## src/rtl/hazard_controller.sv

```systemverilog
`default_nettype none
// ============================================================================
//  Module      : hazard_controller
//  Description : Pipeline hazard control. Resolves load-use stalls, taken
//                branch and jump flushes, and data-memory wait states, and
//                keeps saturating stall/flush event counters plus a sticky
//                memory-timeout flag.
//  Revision    : 1.0 - initial release
// ============================================================================
module hazard_controller #(
  parameter int LOAD_STALL_CYCLES = 1,
  parameter int MAX_WAIT          = 255
) (
  input  logic        clk,
  input  logic        rst,
  input  logic [4:0]  rs_ID,
  input  logic [4:0]  rt_ID,
  input  logic        uses_rt_ID,
  input  logic        memRead_EX,
  input  logic [4:0]  rd_EX,
  input  logic        branch_taken_EX,
  input  logic        jump_ID,
  input  logic        mem_busy,
  output logic        PC_write,
  output logic        IF_ID_write,
  output logic        Mux_enable_ID,
  output logic        IF_ID_flush,
  output logic        ID_EX_flush,
  output logic        pipe_hold,
  output logic        mem_timeout,
  output logic [15:0] stall_count,
  output logic [15:0] flush_count
);

  typedef enum logic [1:0] {
    RUN        = 2'd0,
    LOAD_STALL = 2'd1,
    MEM_WAIT   = 2'd2
  } state_t;

  // Bubbles still owed after the first one, which is inserted from RUN.
  localparam logic [2:0] C_STALL_RELOAD = 3'(LOAD_STALL_CYCLES - 1);
  localparam logic [7:0] C_WAIT_LIMIT   = 8'(MAX_WAIT);

  state_t      state_q, state_d;
  logic [2:0]  stall_cnt_q, stall_cnt_d;
  logic [7:0]  wait_cnt_q, wait_cnt_d;
  logic        mem_timeout_q, mem_timeout_d;
  logic [15:0] stall_count_q, stall_count_d;
  logic [15:0] flush_count_q, flush_count_d;

  logic luh;
  logic eval_run;

  assign luh = memRead_EX && (rd_EX != 5'd0) &&
               ((rd_EX == rs_ID) || (uses_rt_ID && (rd_EX == rt_ID)));

  // Next-state, pipeline control outputs and event counters.
  always_comb begin
    PC_write      = 1'b1;
    IF_ID_write   = 1'b1;
    Mux_enable_ID = 1'b1;
    IF_ID_flush   = 1'b0;
    ID_EX_flush   = 1'b0;
    pipe_hold     = 1'b0;
    state_d       = state_q;
    stall_cnt_d   = stall_cnt_q;
    wait_cnt_d    = wait_cnt_q;
    mem_timeout_d = mem_timeout_q;
    eval_run      = 1'b0;

    if (rst) begin
      // Pipeline is quiesced while reset is held; state is cleared in the flops.
      PC_write      = 1'b0;
      IF_ID_write   = 1'b0;
      Mux_enable_ID = 1'b0;
    end else begin
      case (state_q)
        LOAD_STALL: begin
          // Branch/jump ignored here: EX and ID carry a bubble or frozen instruction.
          PC_write      = 1'b0;
          IF_ID_write   = 1'b0;
          Mux_enable_ID = 1'b0;
          if (mem_busy) begin
            pipe_hold = 1'b1;
          end else begin
            stall_cnt_d = stall_cnt_q - 3'd1;
            if (stall_cnt_q == 3'd1) begin
              state_d = RUN;
            end
          end
        end
        MEM_WAIT: begin
          if (mem_busy) begin
            PC_write    = 1'b0;
            IF_ID_write = 1'b0;
            pipe_hold   = 1'b1;
            if (wait_cnt_q == C_WAIT_LIMIT) begin
              mem_timeout_d = 1'b1;
            end
            if (wait_cnt_q != 8'hFF) begin
              wait_cnt_d = wait_cnt_q + 8'd1;
            end
          end else begin
            eval_run = 1'b1;
          end
        end
        default: begin
          if (mem_busy) begin
            PC_write    = 1'b0;
            IF_ID_write = 1'b0;
            pipe_hold   = 1'b1;
            wait_cnt_d  = 8'd1;
            state_d     = MEM_WAIT;
          end else begin
            eval_run = 1'b1;
          end
        end
      endcase

      // Shared RUN priority list (memory idle): branch, load-use, jump.
      if (eval_run) begin
        state_d = RUN;
        if (branch_taken_EX) begin
          // A coincident load-use is squashed along with the ID instruction.
          IF_ID_flush = 1'b1;
          ID_EX_flush = 1'b1;
        end else if (luh) begin
          PC_write      = 1'b0;
          IF_ID_write   = 1'b0;
          Mux_enable_ID = 1'b0;
          if (LOAD_STALL_CYCLES > 1) begin
            stall_cnt_d = C_STALL_RELOAD;
            state_d     = LOAD_STALL;
          end
        end else if (jump_ID) begin
          IF_ID_flush = 1'b1;
        end
      end
    end

    stall_count_d = stall_count_q;
    if (!PC_write && (stall_count_q != 16'hFFFF)) begin
      stall_count_d = stall_count_q + 16'd1;
    end
    flush_count_d = flush_count_q;
    if (IF_ID_flush && (flush_count_q != 16'hFFFF)) begin
      flush_count_d = flush_count_q + 16'd1;
    end
  end

  // State and counter registers with synchronous reset.
  always_ff @(posedge clk) begin
    if (rst) begin
      state_q       <= RUN;
      stall_cnt_q   <= 3'd0;
      wait_cnt_q    <= 8'd0;
      mem_timeout_q <= 1'b0;
      stall_count_q <= 16'd0;
      flush_count_q <= 16'd0;
    end else begin
      state_q       <= state_d;
      stall_cnt_q   <= stall_cnt_d;
      wait_cnt_q    <= wait_cnt_d;
      mem_timeout_q <= mem_timeout_d;
      stall_count_q <= stall_count_d;
      flush_count_q <= flush_count_d;
    end
  end

  assign mem_timeout = mem_timeout_q;
  assign stall_count = stall_count_q;
  assign flush_count = flush_count_q;

endmodule
`default_nettype wire
```

## config.mk

```make
export PLATFORM = sky130hd
export DESIGN_NAME = hazard_controller
export DESIGN_NICKNAME = d
export VERILOG_FILES = /design/src/rtl/hazard_controller.sv
export SDC_FILE = /design/constraint.sdc
export NUM_CORES = 1
export LEC_CHECK = 0
export ABC_AREA = 0
export CORE_ASPECT_RATIO = 1.5
export CORE_MARGIN = 3
export CORE_UTILIZATION = 52
export CTS_BUF_LIST = sky130_fd_sc_hd__clkbuf_8
export CTS_CLUSTER_SIZE = 14
export DETAILED_ROUTE_END_ITERATION = 16
export GPL_ROUTABILITY_DRIVEN = 0
export PLACE_DENSITY = 0.9
export REMOVE_ABC_BUFFERS = 1
export SETUP_SLACK_MARGIN = 0.1
export SKIP_LAST_GASP = 1
export SLEW_MARGIN = 10
export SYNTH_ARGS = -nofsm -noshare
export SYNTH_HDL_FRONTEND = slang
export SYNTH_SLANG_ARGS = --single-unit
export TNS_END_PERCENT = 100
```

## constraint.sdc

```tcl
create_clock -name clk -period 2.58 [get_ports clk]
set_input_delay 0.387 -clock clk [delete_from_list [all_inputs] [get_ports clk]]
set_output_delay 0.387 -clock clk [all_outputs]
set_load 0.01 [all_outputs]
```

==> flow_metrics.py <==
metrics = {
    "routing": {
        "met1_length_um": 2790,
        "drt-vias-per-instance": 6.00,
        "drtPass1Iterations": 5,
        "vias": 2831,
        "post-route-drc-count": 0,
        "top_layer_used": "met4",
        "wl_per_cell_um": 15.8,
        "wl_um": 7470,
        "dr.first_iter.drc_count": 292,
        "ant_nets": 0,
        "dr_wl_met2_um": 3960,
        "wl_met3_um": 428,
    },
    "sta": {
        "hold_violations": 0,
        "setup_viol": 0,
        "slew_headroom_pct": 60.7,
        "rsz0062_at_grt": "false",
        "timing.fmax_mhz": 417,
        "slew_violations": 0,
        "fin_crit_ns": 2.40,
        "fin_crit_sh_pct": 92.9,
        "hold_ws_ns": 0.496,
        "tightestPinTransition_ns": 0.585,
        "fin_skew_ns": 0.00832,
    },
    "hold_path": {
        "hold_start": "mem_timeout",
        "holdCritPathClass": "reg2reg",
    },
    "cells_and_area": {
        "finish.instance_area_sq_um": 3540,
        "fin_nets": 430,
        "diodes": 0,
        "drive_above_1_share_pct": 10.6,
        "area_delta_synth_final_pct": 30.0,
        "layout.cells.non_filler": 472,
        "utilization_pct": 71.8,
    },
    "global_route": {
        "grt_overflow_total": 0,
        "grtUsageTotal_pct": 24.1,
        "grt_pass1_wl_um": 12000,
        "antenna_found_initial": 0,
        "grt_start_max_net_pins": 50,
        "grt_pass1_vias": 2645,
    },
    "synthesis": {
        "synth_ff_type": "dfxtp_1",
        "syn_area_sq_um": 2720,
        "ys_ff_latch": 42,
        "synthCells": 339,
        "ys_warn_count": 0,
        "synth_edf_count": 0,
        "synth_seq_area_share_pct": 30.9,
        "synth_cell_types": 50,
        "post_synth.cell_area_avg_sq_um": 8.03,
        "ys_async_sr_fraction_pct": 0,
    },
    "cts": {
        "cts_tree": "built",
        "insertion_delay_ns": 0.30,
        "cts_root_buf": "clkbuf_8",
        "clk_path_buf_depth": 2,
        "numCtsBuffers": 5,
        "h-tree-depth": 2,
        "clkTransAtPathRegs_ns": 0.08,
        "cts.sink_count": 42,
    },
    "die": {
        "fp.coreArea_sq_um": 4930,
        "fp.dieArea_sq_um": 6160,
        "ioPinCount": 61,
        "die_h_um": 94.6,
        "start_util_pct": 55.3,
        "rows": 31,
        "die-width_um": 65.1,
    },
    "critical_path": {
        "crit_fanout": 3,
        "endpoint_kind": "output port",
        "cp-endpoint": "Mux_enable_ID",
        "crit_slowest_cell": "clkdlybuf4s50_1",
        "crit_path_max_incr_delay_ns": 0.54,
        "cp_data_required_time_ns": 2.19,
        "rr_startpoint": "stall_count[0]",
        "cp.arrival_ns": 2.01,
        "regToRegSetupSlack_ns": 0.45,
        "cp_cell_sequence": "clkdlybuf4s50_1 > xnor2_1 > nand3_1 > o22a_1 > nor2_2 > buf_4 > a21oi_1 > dlygate4sd2_1",
        "worstSetupPathType": "in2out",
        "r2r_end": "stall_count[14]",
        "cp-start-kind": "input port",
        "crit_start": "rd_EX[4]",
        "r2r_cells": 6,
    },
    "placement": {
        "hpwl_um": 5270,
        "port_buffers": 60,
        "post-place-cells": 458,
        "placed_area_sq_um": 3400,
    },
    "run": {
        "timing.max_cap.violations": 0,
    },
    "power_and_ir_drop": {
        "irDropWorstVdd_uv": 344,
        "p_total_mw": 1.31,
        "power.density_nw_per_um2": 370,
        "cellLeakagePower_nw": 1.38,
    },
    "outcome": {
        "status": "complete, no violations",
    },
}
==> power by group <==
group | switching (mW) | leakage [nW] | internal, mW | total (mW)
clock network | 0.229 | 0.0524 | 0.212 | 0.441
registers | 0.0140 | 0.340 | 0.659 | 0.673
logic | 0.101 | 0.987 | 0.0954 | 0.196
total | 0.344 | 1.38 | 0.966 | 1.31
==> timing repair <==
| action | in CTS | in global routing |
|---|---|---|
| endpoints found under the setup margin | 4 | 2 |
| gates resized for setup | 6 | 3 |
| cloned | 0 | 0 |
| pin swaps | 1 | 6 |
| buffers inserted | 4 | 2 |
| hold buffers | 0 | 0 |
==> worst max-delay path, delay by kind of cell <==
family	cells	cell delay [ns]
buffers and inverters	3	0.95
AO/OA/AOI/OAI	2	0.30
XOR/XNOR	1	0.13
AND/OR/NAND/NOR	2	0.23
==> synth_stat cells (3+ instances only) <==
master / instances / area [sq um]
o32ai_1: 3 / 26.3
nor2b_1: 24 / 150
clkbuf_1: 14 / 52.6
ha_1: 3 / 37.5
mux2_2: 12 / 135
nand2b_1: 9 / 56.3
a21oi_1: 14 / 70.1
o21ai_1: 10 / 50.1
o21ai_0: 6 / 30.0
nor2_1: 45 / 169
mux2i_1: 7 / 70.1
xnor2_1: 10 / 87.6
and2_1: 7 / 43.8
nand2_1: 18 / 67.6
and3_1: 7 / 43.8
dfxtp_1: 42 / 841
nor3_1: 7 / 35.0
xor2_1: 4 / 35.0
o2111ai_1: 5 / 43.8
nand3_1: 16 / 80.1
nand4b_1: 3 / 26.3
inv_1: 3 / 11.3
nand4_1: 21 / 131
and4_1: 3 / 26.3
mux2_1: 13 / 146
==> through the flow <==
step	setup slack (ns)	TNS (ns)
finish	0.182	0
global route	0.0984	0
CTS	0.0473	0
detailed placement	-0.0674	-0.245
global placement	0.0163	0
floorplan	0.284	0
==> cell usage in the layout (no fill, tap or decap), types with 4 or more instances in the layout <==
cell type        instances
a21oi_1                 14
and2_1                   7
and3_1                   7
buf_4                   18
clkbuf_8                 6
clkdlybuf4s50_1         51
dfxtp_1                 42
dlygate4sd2_1            5
inv_1                    4
mux2_1                  13
mux2_2                  12
mux2i_1                  7
nand2_1                 18
nand2b_1                 9
nand3_1                 16
nand4_1                 21
nor2_1                  44
nor2b_1                 24
nor3_1                   7
o2111ai_1                5
o21ai_0                  6
o21ai_1                 10
xnor2_1                 10
xor2_1                   4
==> cell type report <==
| cell class | instances | area, sq um |
|---|---|---|
| Inverter | 3 | 11.3 |
| Tap cell | 66 | 82.6 |
| Clock inverter | 2 | 8.76 |
| Clock buffer | 6 | 82.6 |
| Fill cell | 391 | 1390 |
| Multi-Input combinational cell | 275 | 1780 |
| Timing Repair Buffer | 78 | 732 |
| Sequential cell | 42 | 841 |
==> per-layer routing <==
layer | GRT usage, % | vias to the layer above
li1 | - | 1359
met1 | 26.1 | 1327
met2 | 44.9 | 116
met3 | 3.81 | 29
met4 | 11.6 | 0
met5 | 0 | -
==> cell families after synthesis <==
group	count (synthesis)	synth area share [%]
flip-flops	42	30.9
AO/OA/AOI/OAI	56	13.2
AND/OR/NAND/NOR	170	33.3
buffers and inverters	22	3.81
XOR/XNOR	14	4.50
adder cells (fa/ha/maj)	3	1.38
multiplexers	32	12.9
==> how the worst min path moves through the flow <==
stage,to,cells after the start
6_report,mem_timeout,2
3_5_place_dp,mem_timeout,2
5_1_grt,wait_cnt_q[0],1
2_1_floorplan,wait_cnt_q[0],1
4_1_cts,mem_timeout,2
3_3_place_gp,mem_timeout,2
==> state kept, by name (all words and copies together), names as in the netlist <==
register / flops
wait_cnt_q: 8
state_q: 1
flush_count: 16
stall_count: 16
mem_timeout: 1
Note: power is estimated with default switching activity, not from simulation.
